## src/rtl/frame_buf_pkg.sv

```systemverilog
// Shared definitions for the frame-buffer memory initiator: FSM state encoding,
// active-low enable levels, arbitration grant encoding and default access timing.
package frame_buf_pkg;

    typedef enum logic [2:0] {
        ST_IDLE    = 3'd0,
        ST_WR_HOLD = 3'd1,
        ST_RD_HOLD = 3'd2,
        ST_RD_CAP  = 3'd3,
        ST_GAP     = 3'd4
    } state_t;

    typedef enum logic {
        GRANT_READ  = 1'b0,
        GRANT_WRITE = 1'b1
    } grant_t;

    localparam logic ASSERT_L   = 1'b0;
    localparam logic DEASSERT_L = 1'b1;

    localparam int DEF_HOLD_CYC = 3;
    localparam int DEF_GAP_CYC  = 2;

    function automatic int unsigned max_uint(input int unsigned a, input int unsigned b);
        return (a > b) ? a : b;
    endfunction

endpackage

```

## src/rtl/frame_addr_ctr.sv

```systemverilog
// Sequential frame address counter: starts at BASE, steps by one on each inc
// and wraps from the last frame address back to BASE.
module frame_addr_ctr #(
    parameter int unsigned BASE       = 1,
    parameter int unsigned SIZE       = 307200,
    parameter int unsigned ADDR_WIDTH = 29
) (
    input  logic                  clk,
    input  logic                  reset,
    input  logic                  inc,
    output logic [ADDR_WIDTH-1:0] addr,
    output logic                  last
);

    localparam logic [63:0] LAST_ADDR_W = 64'(BASE) + 64'(SIZE) - 64'd1;
    localparam logic [ADDR_WIDTH-1:0] C_BASE = ADDR_WIDTH'(BASE);
    localparam logic [ADDR_WIDTH-1:0] C_LAST = LAST_ADDR_W[ADDR_WIDTH-1:0];

    generate
        if (SIZE < 2) begin : g_size_chk
            $error("frame_addr_ctr: SIZE must be at least 2");
        end
        if ((LAST_ADDR_W >> ADDR_WIDTH) != 64'd0) begin : g_width_chk
            $error("frame_addr_ctr: BASE+SIZE-1 does not fit in ADDR_WIDTH");
        end
    endgenerate

    logic [ADDR_WIDTH-1:0] r_addr;
    logic                  w_last;

    assign w_last = (r_addr == C_LAST);

    always_ff @(posedge clk) begin
        if (reset) begin
            r_addr <= C_BASE;
        end else if (inc) begin
            r_addr <= w_last ? C_BASE : (r_addr + ADDR_WIDTH'(1));
        end
    end

    assign addr = r_addr;
    assign last = w_last;

endmodule

```

## src/rtl/mem_access_ctrl.sv

```systemverilog
// Frame-buffer memory initiator: arbitrates a pixel write stream against display
// read requests and sequences the memory's active-low enables with hold/gap timing.
module mem_access_ctrl
    import frame_buf_pkg::*;
#(
    parameter int unsigned DATA_WIDTH = 32,
    parameter int unsigned ADDR_WIDTH = 29,
    parameter int unsigned FRAME_SIZE = 307200,
    parameter int unsigned WR_BASE    = 1,
    parameter int unsigned RD_BASE    = 1,
    parameter int unsigned HOLD_CYC   = DEF_HOLD_CYC,
    parameter int unsigned GAP_CYC    = DEF_GAP_CYC
) (
    input  logic                  clk,
    input  logic                  reset,
    input  logic                  px_in_valid,
    output logic                  px_in_ready,
    input  logic [DATA_WIDTH-1:0] px_in_data,
    input  logic                  rd_req_valid,
    output logic                  rd_req_ready,
    output logic                  rd_rsp_valid,
    output logic [DATA_WIDTH-1:0] rd_rsp_data,
    output logic                  wr_frame_done,
    output logic                  rd_frame_done,
    output logic [ADDR_WIDTH-1:0] wr_addr,
    output logic [ADDR_WIDTH-1:0] rd_addr,
    output logic [DATA_WIDTH-1:0] wr_data,
    output logic                  wr_en,
    output logic                  rd_en,
    input  logic [DATA_WIDTH-1:0] rd_data
);

    localparam int unsigned CNT_MAX = max_uint(HOLD_CYC, GAP_CYC);
    localparam int unsigned CNT_W   = (CNT_MAX > 1) ? $clog2(CNT_MAX) : 1;
    localparam logic [CNT_W-1:0] C_HOLD_LAST = CNT_W'(HOLD_CYC - 1);
    localparam logic [CNT_W-1:0] C_GAP_LAST  = CNT_W'(GAP_CYC - 1);

    generate
        if (HOLD_CYC < 1 || GAP_CYC < 1) begin : g_timing_chk
            $error("mem_access_ctrl: HOLD_CYC and GAP_CYC must be at least 1");
        end
    endgenerate

    state_t                r_state, w_state_next;
    logic [CNT_W-1:0]      r_cyc_cnt, w_cyc_cnt_next;
    grant_t                r_last_grant, w_last_grant_next;
    logic                  r_wr_en, w_wr_en_next;
    logic                  r_rd_en, w_rd_en_next;
    logic [DATA_WIDTH-1:0] r_wr_data, w_wr_data_next;
    logic                  r_rsp_valid, w_rsp_valid_next;
    logic [DATA_WIDTH-1:0] r_rsp_data, w_rsp_data_next;
    logic                  r_wr_done, w_wr_done_next;
    logic                  r_rd_done, w_rd_done_next;

    logic w_wr_inc, w_rd_inc;
    logic w_wr_last, w_rd_last;
    logic w_px_ready, w_rd_ready;

    frame_addr_ctr #(
        .BASE       (WR_BASE),
        .SIZE       (FRAME_SIZE),
        .ADDR_WIDTH (ADDR_WIDTH)
    ) u_wr_ctr (
        .clk   (clk),
        .reset (reset),
        .inc   (w_wr_inc),
        .addr  (wr_addr),
        .last  (w_wr_last)
    );

    frame_addr_ctr #(
        .BASE       (RD_BASE),
        .SIZE       (FRAME_SIZE),
        .ADDR_WIDTH (ADDR_WIDTH)
    ) u_rd_ctr (
        .clk   (clk),
        .reset (reset),
        .inc   (w_rd_inc),
        .addr  (rd_addr),
        .last  (w_rd_last)
    );

    // When both sides are waiting, the side that did not win last time is served.
    assign w_px_ready = (r_state == ST_IDLE) && (!rd_req_valid || (r_last_grant == GRANT_READ));
    assign w_rd_ready = (r_state == ST_IDLE) && (!px_in_valid  || (r_last_grant == GRANT_WRITE));

    always_comb begin
        w_state_next      = r_state;
        w_cyc_cnt_next    = r_cyc_cnt;
        w_last_grant_next = r_last_grant;
        w_wr_en_next      = DEASSERT_L;
        w_rd_en_next      = DEASSERT_L;
        w_wr_data_next    = r_wr_data;
        w_rsp_valid_next  = 1'b0;
        w_rsp_data_next   = r_rsp_data;
        w_wr_done_next    = 1'b0;
        w_rd_done_next    = 1'b0;
        w_wr_inc          = 1'b0;
        w_rd_inc          = 1'b0;

        case (r_state)
            ST_IDLE: begin
                if (px_in_valid && w_px_ready) begin
                    w_wr_data_next    = px_in_data;
                    w_wr_en_next      = ASSERT_L;
                    w_last_grant_next = GRANT_WRITE;
                    w_cyc_cnt_next    = '0;
                    w_state_next      = ST_WR_HOLD;
                end else if (rd_req_valid && w_rd_ready) begin
                    w_rd_en_next      = ASSERT_L;
                    w_last_grant_next = GRANT_READ;
                    w_cyc_cnt_next    = '0;
                    w_state_next      = ST_RD_HOLD;
                end
            end

            ST_WR_HOLD: begin
                if (r_cyc_cnt == C_HOLD_LAST) begin
                    w_wr_done_next = w_wr_last;
                    w_wr_inc       = 1'b1;
                    w_cyc_cnt_next = '0;
                    w_state_next   = ST_GAP;
                end else begin
                    w_wr_en_next   = ASSERT_L;
                    w_cyc_cnt_next = r_cyc_cnt + CNT_W'(1);
                end
            end

            ST_RD_HOLD: begin
                if (r_cyc_cnt == C_HOLD_LAST) begin
                    w_state_next = ST_RD_CAP;
                end else begin
                    w_rd_en_next   = ASSERT_L;
                    w_cyc_cnt_next = r_cyc_cnt + CNT_W'(1);
                end
            end

            // The memory has had a full cycle with rd_en released to settle its output.
            ST_RD_CAP: begin
                w_rsp_valid_next = 1'b1;
                w_rsp_data_next  = rd_data;
                w_rd_done_next   = w_rd_last;
                w_rd_inc         = 1'b1;
                w_cyc_cnt_next   = '0;
                w_state_next     = ST_GAP;
            end

            ST_GAP: begin
                if (r_cyc_cnt == C_GAP_LAST) begin
                    w_state_next = ST_IDLE;
                end else begin
                    w_cyc_cnt_next = r_cyc_cnt + CNT_W'(1);
                end
            end

            default: begin
                w_state_next = ST_IDLE;
            end
        endcase
    end

    always_ff @(posedge clk) begin
        if (reset) begin
            r_state      <= ST_IDLE;
            r_cyc_cnt    <= '0;
            r_last_grant <= GRANT_READ;
            r_wr_en      <= DEASSERT_L;
            r_rd_en      <= DEASSERT_L;
            r_wr_data    <= '0;
            r_rsp_valid  <= 1'b0;
            r_rsp_data   <= '0;
            r_wr_done    <= 1'b0;
            r_rd_done    <= 1'b0;
        end else begin
            r_state      <= w_state_next;
            r_cyc_cnt    <= w_cyc_cnt_next;
            r_last_grant <= w_last_grant_next;
            r_wr_en      <= w_wr_en_next;
            r_rd_en      <= w_rd_en_next;
            r_wr_data    <= w_wr_data_next;
            r_rsp_valid  <= w_rsp_valid_next;
            r_rsp_data   <= w_rsp_data_next;
            r_wr_done    <= w_wr_done_next;
            r_rd_done    <= w_rd_done_next;
        end
    end

    assign px_in_ready   = w_px_ready;
    assign rd_req_ready  = w_rd_ready;
    assign rd_rsp_valid  = r_rsp_valid;
    assign rd_rsp_data   = r_rsp_data;
    assign wr_frame_done = r_wr_done;
    assign rd_frame_done = r_rd_done;
    assign wr_data       = r_wr_data;
    assign wr_en         = r_wr_en;
    assign rd_en         = r_rd_en;

endmodule

```

## config.mk

```make
export PLATFORM = sky130hd
export DESIGN_NAME = mem_access_ctrl
export DESIGN_NICKNAME = d
export VERILOG_FILES = /design/src/rtl/frame_buf_pkg.sv /design/src/rtl/frame_addr_ctr.sv /design/src/rtl/mem_access_ctrl.sv
export SDC_FILE = /design/constraint.sdc
export NUM_CORES = 1
export LEC_CHECK = 0
export CAP_MARGIN = 10
export CORE_AREA = 3 3 133 135
export CTS_CLUSTER_DIAMETER = 100
export DETAILED_ROUTE_END_ITERATION = 10
export DIE_AREA = 0 0 136 138
export PLACE_DENSITY = 0.66
export SLEW_MARGIN = 20
export SYNTH_ARGS = -nofsm -noshare
export SYNTH_HDL_FRONTEND = slang
export SYNTH_SLANG_ARGS = --single-unit
```

## constraint.sdc

```tcl
create_clock -name clk -period 1.9 [get_ports clk]
set_input_delay 0.38 -clock clk [delete_from_list [all_inputs] [get_ports clk]]
set_output_delay 0.38 -clock clk [all_outputs]
set_load 0.02 [all_outputs]
```

Word-level counts from Yosys, hierarchy flattened:

Cells that the tools add are included.

* output and inout bits: 129
* bits of input ports: 68
* register bits after elaboration: 133
* logic and storage cells: 74

* equal/unequal tests: 14
* bitwise logic cells: 4
* reductions and logical operators: 17
* add/sub/neg operators: 3
* mux-type cells: 24

Operators by type and width (number)
* adder 29 x 1 -> 29 bit (second input constant): 2
* == test 29 x 19 -> 1 bit (second input constant): 2
* 2-to-1 mux 29 bit: 2
* 2-to-1 mux 3 bit: 5
* case mux 3 bit (5 select lines): 1
* 2-to-1 mux 2 bit: 5
* inequality test 2 bit (second input constant): 5
* case mux 2 bit (5 select lines): 1
* 2-to-1 mux 1 bit: 8
* AND reduction 4 bit: 2
* == test 3 x 2 -> 1 bit (second input constant): 2
* nonzero test 5 bit: 1
* logical AND 1 bit: 4
* inverter 1 bit: 4
* case mux 1 bit (2 select lines): 2
* AND reduction 2 bit: 2
* == test 3 x 1 -> 1 bit (second input constant): 1
* == test 3 bit (second input constant): 1
* zero test 3 bit: 1
* inequality test 3 x 1 -> 1 bit (second input constant): 1
* OR reduction 3 bit: 1
* adder 2 x 1 -> 2 bit (second input constant): 1
* == test 2 x 1 -> 1 bit (second input constant): 1
* == test 2 bit (second input constant): 1
* 4 further kinds: 6

Depth between registers and ports, before layout:

Gate-level depths: netlist (run 1).

* word-level depth: 7
* gate-level depth with buffers: 8
* depth with buffers taken out: 6

By module:

From an unflattened synthesis (run 1), not the netlist that was laid out.

* cell total of the unflattened synthesis: 701
* area, all modules: 5826.8 µm²

By module, submodules not included
* mem_access_ctrl: seq. area each 1501.4 µm², area an instance 2944.1 µm², cells an instance 355, instances 1
* frame_addr_ctr: seq. area each 580.6 µm², area an instance 1441.4 µm², cells an instance 173, instances 2

Least setup slack after synthesis (run 1):

No wires, ideal clock.

* kind: register to register
* start point: reg r_cyc_cnt[0]
* end point: reg u_wr_ctr.r_addr[19], in the netlist u_wr_ctr.addr[19]
* data arrival time: 1667 ps
* period minus slack after synthesis: 1792 ps
* setup slack: 108 ps
* setup time: 125 ps
* cell stages (with the launch flop): 9
* buffers on the path: 2
* data required time: 1775 ps
* path through: dfxtp_1 -> inv_1 -> ha_1 -> and4bb_2 -> nand4_1 -> o21ai_1 -> buf_2 -> buf_2 -> a21oi_1

* longest elaborated chain between the ends: 3

Ends and longest elaborated chain
* from (decl): RTL line mem_access_ctrl.sv:45 `logic [CNT_W-1:0] r_cyc_cnt, w_cyc_cnt_next;`
* from (signal assigned): RTL line mem_access_ctrl.sv:176 `r_cyc_cnt <= w_cyc_cnt_next;`
* == test 2 bit: RTL line mem_access_ctrl.sv:118 `if (r_cyc_cnt == C_HOLD_LAST) begin`
* 2-to-1 mux 1 bit: RTL line mem_access_ctrl.sv:118
* 2-to-1 mux 1 bit: RTL line mem_access_ctrl.sv:101 `case (r_state)`
* to (signal assigned): RTL line frame_addr_ctr.sv:37 `r_addr <= w_last ? C_BASE : (r_addr + ADDR_WIDTH'(1));`
* to (decl): RTL line frame_addr_ctr.sv:28 `logic [ADDR_WIDTH-1:0] r_addr;`

No other way between the ends.
A chain may end at the register's enable or synchronous reset.

Final worst setup path (run 1):

* start point: reg r_state[1]
* end point: reg u_wr_ctr.r_addr[10], in the netlist u_wr_ctr.addr[10]

* longest elaborated chain between the ends: 2

Ends and longest elaborated chain
* from (decl): RTL line mem_access_ctrl.sv:44 `state_t r_state, w_state_next;`
* from (signal assigned): RTL line mem_access_ctrl.sv:175 `r_state <= w_state_next;`
* == test 3 x 1 -> 1 bit: RTL line mem_access_ctrl.sv:101
* 2-to-1 mux 1 bit: RTL line mem_access_ctrl.sv:101

No other way between the ends.

==> flow_summary.json, run 1 <==
{
  "switchingPower_mw": 2.18,
  "crit_chain": "buf_6 -> and4bb_4 -> buf_6 -> nand4_1 -> o21ai_4 -> clkbuf_16 -> a21oi_1",
  "worstPathRequired_ns": 2.18,
  "path_class": "flop to flop",
  "endpoint_kind": "flop",
  "row_count": 47,
  "drtIter0Drc": 397,
  "startpoint_type": "flop",
  "syn2layout_area_growth_pct": 58.7,
  "critPathCapture": "u_wr_ctr.addr[10]",
  "place_congestion": 0.785,
  "fillers": 1547,
  "die_w_um": 136,
  "ys_top_cells_by_area": "dfxtp_1 46%, nand2_1 9.6%, a21oi_1 9.3%",
  "ant_nets": 0,
  "period_needed_ns": 1.88,
  "finalCritPeriodShare_pct": 98.9,
  "start_util_pct": 34.7,
  "io-pin-count": 197,
  "finalPower_mw": 7.95,
  "grt_start_max_net_pins": 50,
  "cellPowerDensity_nw_per_um2": 871,
  "clk_latency_ns": 0.41,
  "drc": 0,
  "clockBufferDepth": 2,
  "finClkSkew_ns": 0.00716,
  "core-area_um2": 16600,
  "r2r-start": "r_state[1]",
  "clockRootBuffer": "clkbuf_16",
  "final_cells": 1164,
  "dp_hpwl_mm": 11.9,
  "dp_cells": 1121,
  "n_antenna_cell": 0,
  "status": "finished clean",
  "worst_pin_slew_ns": 0.456,
  "grt_pass1_vias": 5377,
  "wl_mm": 17.9,
  "avgViaCountPerCell": 5.05,
  "numCtsBuffers": 17,
  "via_count": 5880,
  "grt_pass1_wl_mm": 27.2,
  "cp.arrival_ns": 2.16,
  "r2r-end": "u_wr_ctr.addr[10]",
  "syn_avg_cell_area_um2": 8.37,
  "hp-class": "input pin to flop",
  "ff2ff_setup_slack_ns": 0.02,
  "grt_antenna_before_repair": 0,
  "path_buf_inv": 3,
  "nets": 1007,
  "portBuffers": 196,
  "syn-num-nets": 764,
  "ys_async_sr_fraction_pct": 0,
  "p_leak_nw": 3.78,
  "finalHoldViolCount": 0,
  "cpMostUsedCell": "buf_6",
  "seq_area_frac_synth_pct": 46.3,
  "cts_tree": "built",
  "syn_area_um2": 5760,
  "worst-path-max-fanout": 7,
  "synth_top_area_share_pct": 46.3,
  "startpoint": "r_state[1]",
  "swShare_pct": 27.5,
  "synth_edf_count": 0,
  "wl_per_cell_um": 15.4,
  "synth.distinct_cells": 48,
  "drt_first_pass_iters": 5,
  "cp.depth": 7,
  "finalSetupViolations": 0,
  "rsz0062_at_grt": "true",
  "syn-instance-count": 688,
  "clock.fmax_mhz": 532,
  "yosysTopAreaCell": "dfxtp_1",
  "cp_slowest_cell": "and4bb_4",
  "drive_gt1_share_pct": 14.9,
  "track_usage_pct": 17.7,
  "pwr-share-seq_pct": 38.7,
  "slew_viol_final": 0,
  "critPathTopFamily": "simple AND/OR/NAND/NOR gates",
  "pwr-share-comb_pct": 21.1,
  "internal-power_mw": 5.77,
  "ys_seq_elements": 133,
  "clock-sinks": 133,
  "fp.dieArea_um2": 18800,
  "ys.flop_type": "dfxtp_1",
  "clockPowerShare_pct": 40.1,
  "grt-ovfl-total": 0,
  "path_clk_slew_ns": 0.05,
  "die_y_um": 138,
  "r2r_cells": 7,
  "slew_headroom_pct": 69.1,
  "ir_worst_vdd_uv": 624,
  "maxCapViolCount": 0,
  "synth_warnings": 0,
  "slowest_delay_ns": 0.39,
  "htree_levels": 4
}
worst register-to-register path, delay by kind of cell (launching register included):
family / cells / cell delay (ns)
compound gates: 2 / 0.42
buf+inv: 3 / 0.47
flops: 1 / 0.32
simple gates: 2 / 0.55
routing by layer:
metal / global-route usage, % / part of all wire (%)
met2: 29.6 / 48
met3: 4.61 / 5.4
met1: 22.5 / 45
met4: 4.88 / 1.4
met5: 0 / 0
cells in the final DEF (no fill, tap or decap), types with 3 or more instances in the layout:
master / count
clkbuf_16: 19
inv_1: 11
a21oi_2: 7
buf_12: 4
and3_1: 5
a21oi_1: 101
a311oi_1: 3
ha_1: 7
nor2_1: 26
dlymetal6s2s_1: 25
nand3b_1: 5
nor4bb_1: 3
buf_4: 55
xnor2_1: 3
dfxtp_1: 129
xor2_1: 15
clkinvlp_4: 3
clkbuf_1: 4
nand4_4: 4
buf_2: 3
dlygate4sd2_1: 16
nand3_1: 19
o21ai_0: 22
dfxtp_2: 4
o31ai_1: 16
buf_6: 8
clkdlybuf4s50_1: 152
and4_1: 11
clkinv_2: 4
nor3_1: 4
nand4_1: 19
and2_1: 3
or3_1: 20
nand2_1: 147
nor4_1: 8
or4_1: 16
synth_stat cells (2+ instances only):
cell,count
a21oi_1,107
a311oi_1,3
o21ai_0,22
o31ai_1,18
inv_1,13
nand3_1,19
nand2b_1,2
and3_1,5
or3b_2,2
nor2_1,27
dfxtp_1,133
o21bai_1,2
nor4b_1,3
clkbuf_1,21
a221oi_1,3
nor4_1,8
buf_6,3
buf_2,14
nor3_1,4
nand4_1,19
nor4bb_1,3
nand3b_1,5
or3_1,21
buf_4,5
or4_1,17
xnor2_1,3
nand4_4,4
xor2_1,15
ha_1,8
and4_1,13
and2_1,3
nand2_1,147
kinds of logic (layout without fill, tap and decap cells):
logic type                 count (synthesis)  after routing  synth area share [%]
and+or+nand+nor                          310            311                  28.7
buffers and inverters                     56            311                  4.67
DFF                                      133            133                  46.3
muxes                                      1              1                 0.196
AOI/OAI and AO/OA                        162            162                  15.7
adders and majority gates                  8              8                  1.74
xor gates and xnor gates                  18             18                  2.74
per-stage QoR:
| stage | utilization (%) | instance area (µm²) | setup TNS [ns] | hold slack, ns | setup slack [ns] |
|---|---|---|---|---|---|
| final | 55.1 | 9140 | 0 | 0.338 | 0.0204 |
| after global routing | 55.1 | 9140 | -0.568 | 0.328 | -0.0583 |
| after CTS | 53.3 | 8830 | 0 | 0.321 | 0.00210 |
| after detailed placement | 50.0 | 8290 | -0.213 | 0.446 | -0.0888 |
| after global placement | 50.0 | 8290 | -0.145 | 0.440 | -0.0816 |
| after floorplan | - | 5760 | 0 | 0.495 | 0.108 |
final cells by class:
| class | count | area, µm² | share of cell area (%) |
|---|---|---|---|
| clock inverters | 9 | 103 | 1.12 |
| well taps | 220 | 275 | 3.01 |
| clock buffers | 23 | 468 | 5.12 |
| flip-flops and latches | 133 | 2670 | 29.2 |
| repair buffers | 266 | 2640 | 28.9 |
| multi-input cells | 500 | 2940 | 32.1 |
| inverters | 13 | 48.8 | 0.534 |
worst min-delay path by stage:
stage	from	endpoint	slack, ns	cells after the start
final	reset	wr_en	0.34	2
after global routing	reset	wr_en	0.33	2
after CTS	reset	wr_en	0.32	2
after detailed placement	rd_rsp_data[7]	rd_rsp_data[7]	0.45	2
after global placement	wr_data[24]	wr_data[24]	0.44	2
after floorplan	r_last_grant	r_last_grant	0.49	1
power groups by stage:
stage	Combinational (mW)	Clock, mW	Sequential [mW]
2_1_floorplan	0.658	0	3.31
3_3_place_gp	1.61	0	3.12
3_5_place_dp	1.62	0	3.13
4_1_cts	1.61	3.26	3.07
5_1_grt	1.83	3.37	3.11
6_report	1.68	3.19	3.08
sequential cells by signal, indices dropped and copies added, names as in the netlist, 2 cells and up:
register and count:
u_wr_ctr.addr 29, wr_data 32, r_state 3, rd_rsp_data 32
u_rd_ctr.addr 29, r_cyc_cnt 2
timing repair:
item | CTS | global route
setup endpoints to repair | 19 | 59
pin swaps | 0 | 3
hold endpoints to repair | 0 | 0
resized for setup | 25 | 58
gates cloned | 0 | 5
buffers inserted | 0 | 6
hold buffers | 0 | 0
No activity file was read; power rests on OpenSTA's default activity.
==> run 2, diff against run 1 <==
- MAX_ROUTING_LAYER: not set -> met4
==> run 2 against run 1 <==
Power barely moved. Clock power about the same. Non-clock buffer count up 1. Global-route usage is 0.54 points higher. Largest cell class unchanged.
==> flow_summary.json, run 2 (synthesis results as in run 1) <==
{
  "status": "finished clean",
  "drt_first_pass_iters": 4,
  "cellPowerDensity_nw_per_um2": 871,
  "slowest_delay_ns": 0.39,
  "core-area_um2": 16600,
  "start_util_pct": 34.7,
  "drive_gt1_share_pct": 14.9,
  "finalCoreUtilization_pct": 55.1,
  "clockRootBuffer": "clkbuf_16",
  "io-pin-count": 197,
  "fillers": 1554,
  "finalPower_mw": 7.95,
  "grt_antenna_before_repair": 0,
  "hold_path_end": "wr_en",
  "hp-class": "input pin to flop",
  "grt_busiest_layer": "met2",
  "grt_start_max_net_pins": 50,
  "syn2layout_area_growth_pct": 58.7,
  "row_count": 47,
  "track_usage_pct": 18.2,
  "fp.dieArea_um2": 18800,
  "multi_input_area_um2": 2930,
  "grt_use_met1_pct": 22.8,
  "final_common_cell": "clkdlybuf4s50_1",
  "ant_nets": 0,
  "htree_levels": 4,
  "via_count": 5888,
  "dp_hpwl_mm": 11.9,
  "path_class": "flop to flop",
  "clock-sinks": 133,
  "clock.fmax_mhz": 538,
  "maxCapViolCount": 0,
  "place_congestion": 0.796,
  "wl_per_cell_um": 15.3,
  "ir_worst_vdd_uv": 625,
  "hold_depth": 2,
  "finClkSkew_ns": 0.00698,
  "clk_latency_ns": 0.41,
  "cpMostUsedCell": "buf_6",
  "grt_pass1_vias": 5369,
  "setup_slack_ns": 0.0417,
  "path_clk_slew_ns": 0.06,
  "rsz0062_at_grt": "true",
  "r2r-start": "r_state[1]",
  "drtIter0Drc": 389,
  "clockBufferDepth": 2,
  "portBuffers": 196,
  "endpoint_kind": "flop",
  "finalHoldViolCount": 0,
  "nets": 1008,
  "cp_slowest_cell": "and4bb_4",
  "ff2ff_setup_slack_ns": 0.04,
  "crit_chain": "buf_6 -> and4bb_4 -> buf_6 -> nand4_1 -> o21ai_4 -> clkbuf_16 -> a21oi_1",
  "place_ws_ns": -0.0888,
  "worstPathRequired_ns": 2.20,
  "gr-usage-met3_pct": 4.47,
  "die_w_um": 136,
  "grt_pass1_wl_mm": 27.2,
  "slew_viol_final": 0,
  "slew_headroom_pct": 69.7,
  "numCtsBuffers": 17,
  "n_antenna_cell": 0,
  "seq_area_um2": 2670,
  "p_leak_nw": 3.79,
  "finalSetupViolations": 0,
  "avgViaCountPerCell": 5.05,
  "die_y_um": 138,
  "finalCritPeriodShare_pct": 97.8,
  "wl_mm": 17.9,
  "met2_usage_pct": 29.4,
  "dp_cells": 1121,
  "startpoint_type": "flop",
  "cp.arrival_ns": 2.16,
  "period_needed_ns": 1.86,
  "grt-ovfl-total": 0,
  "layout_common_cells": "152 x clkdlybuf4s50_1, 147 x nand2_1, 128 x dfxtp_1",
  "worst_pin_slew_ns": 0.450,
  "timing.setup.tns_ns": 0,
  "drc": 0,
  "final_cells": 1165,
  "hp-start": "reset",
  "placed_area_um2": 8290,
  "hold-worst-slack_ns": 0.336,
  "r2r-end": "u_wr_ctr.addr[11]",
  "worst-path-max-fanout": 7,
  "fin_area_um2": 9140,
  "r2r_cells": 7,
  "cts_tree": "built"
}
==> run 2: final cells by class <==
| type | instances | share of cell area [%] |
|---|---|---|
| Clock inverter | 9 | 1.12 |
| Clock buffer | 23 | 5.12 |
| Timing Repair Buffer | 267 | 29.0 |
| Inverter | 13 | 0.534 |
| Sequential cell | 133 | 29.2 |
| Tap cell | 220 | 3.01 |
| Multi-Input combinational cell | 500 | 32.0 |
==> run 2: critical path, delay by kind of cell (launching register included) <==
family,cells,cell delay (ns)
AOI/OAI and AO/OA,2,0.41
buffers and inverters,3,0.45
DFF,1,0.32
and+or+nand+nor,2,0.56
==> run 2: metal layers <==
layer	share of wire [%]	routed length [µm]	vias to the layer above
met2	49	8660	162
met3	5.7	1020	17
li1	-	-	2938
met5	0	0	-
met4	1.3	225	0
met1	45	7940	2771
==> run 2: worst max path at each step <==
stage	endpoint	depth (start not counted)	startpoint	slack (ns)
global route	u_wr_ctr.addr[10]	8	r_cyc_cnt[0]	-0.05
CTS	wr_addr[15]	2	u_wr_ctr.addr[15]	0.002
finish	u_wr_ctr.addr[11]	7	r_state[1]	0.04
detailed placement	px_in_ready	3	rd_req_valid	-0.09
global placement	px_in_ready	3	rd_req_valid	-0.08
floorplan	u_wr_ctr.addr[19]	8	r_cyc_cnt[0]	0.11
==> run 2: timing repair <==
item / CTS / global route
buffers inserted: 0 / 7
cloned: 0 / 5
pin swaps: 0 / 2
hold buffers: 0 / 0
setup endpoints to repair: 19 / 59
hold endpoints to repair: 0 / 0
gates resized for setup: 25 / 57
==> run 2: report_power, final <==
group	switching (mW)	leakage, nW	internal [mW]
Combinational	0.880	2.44	0.803
Clock	1.20	0.273	1.99
Sequential	0.105	1.08	2.98
Total	2.18	3.79	5.77
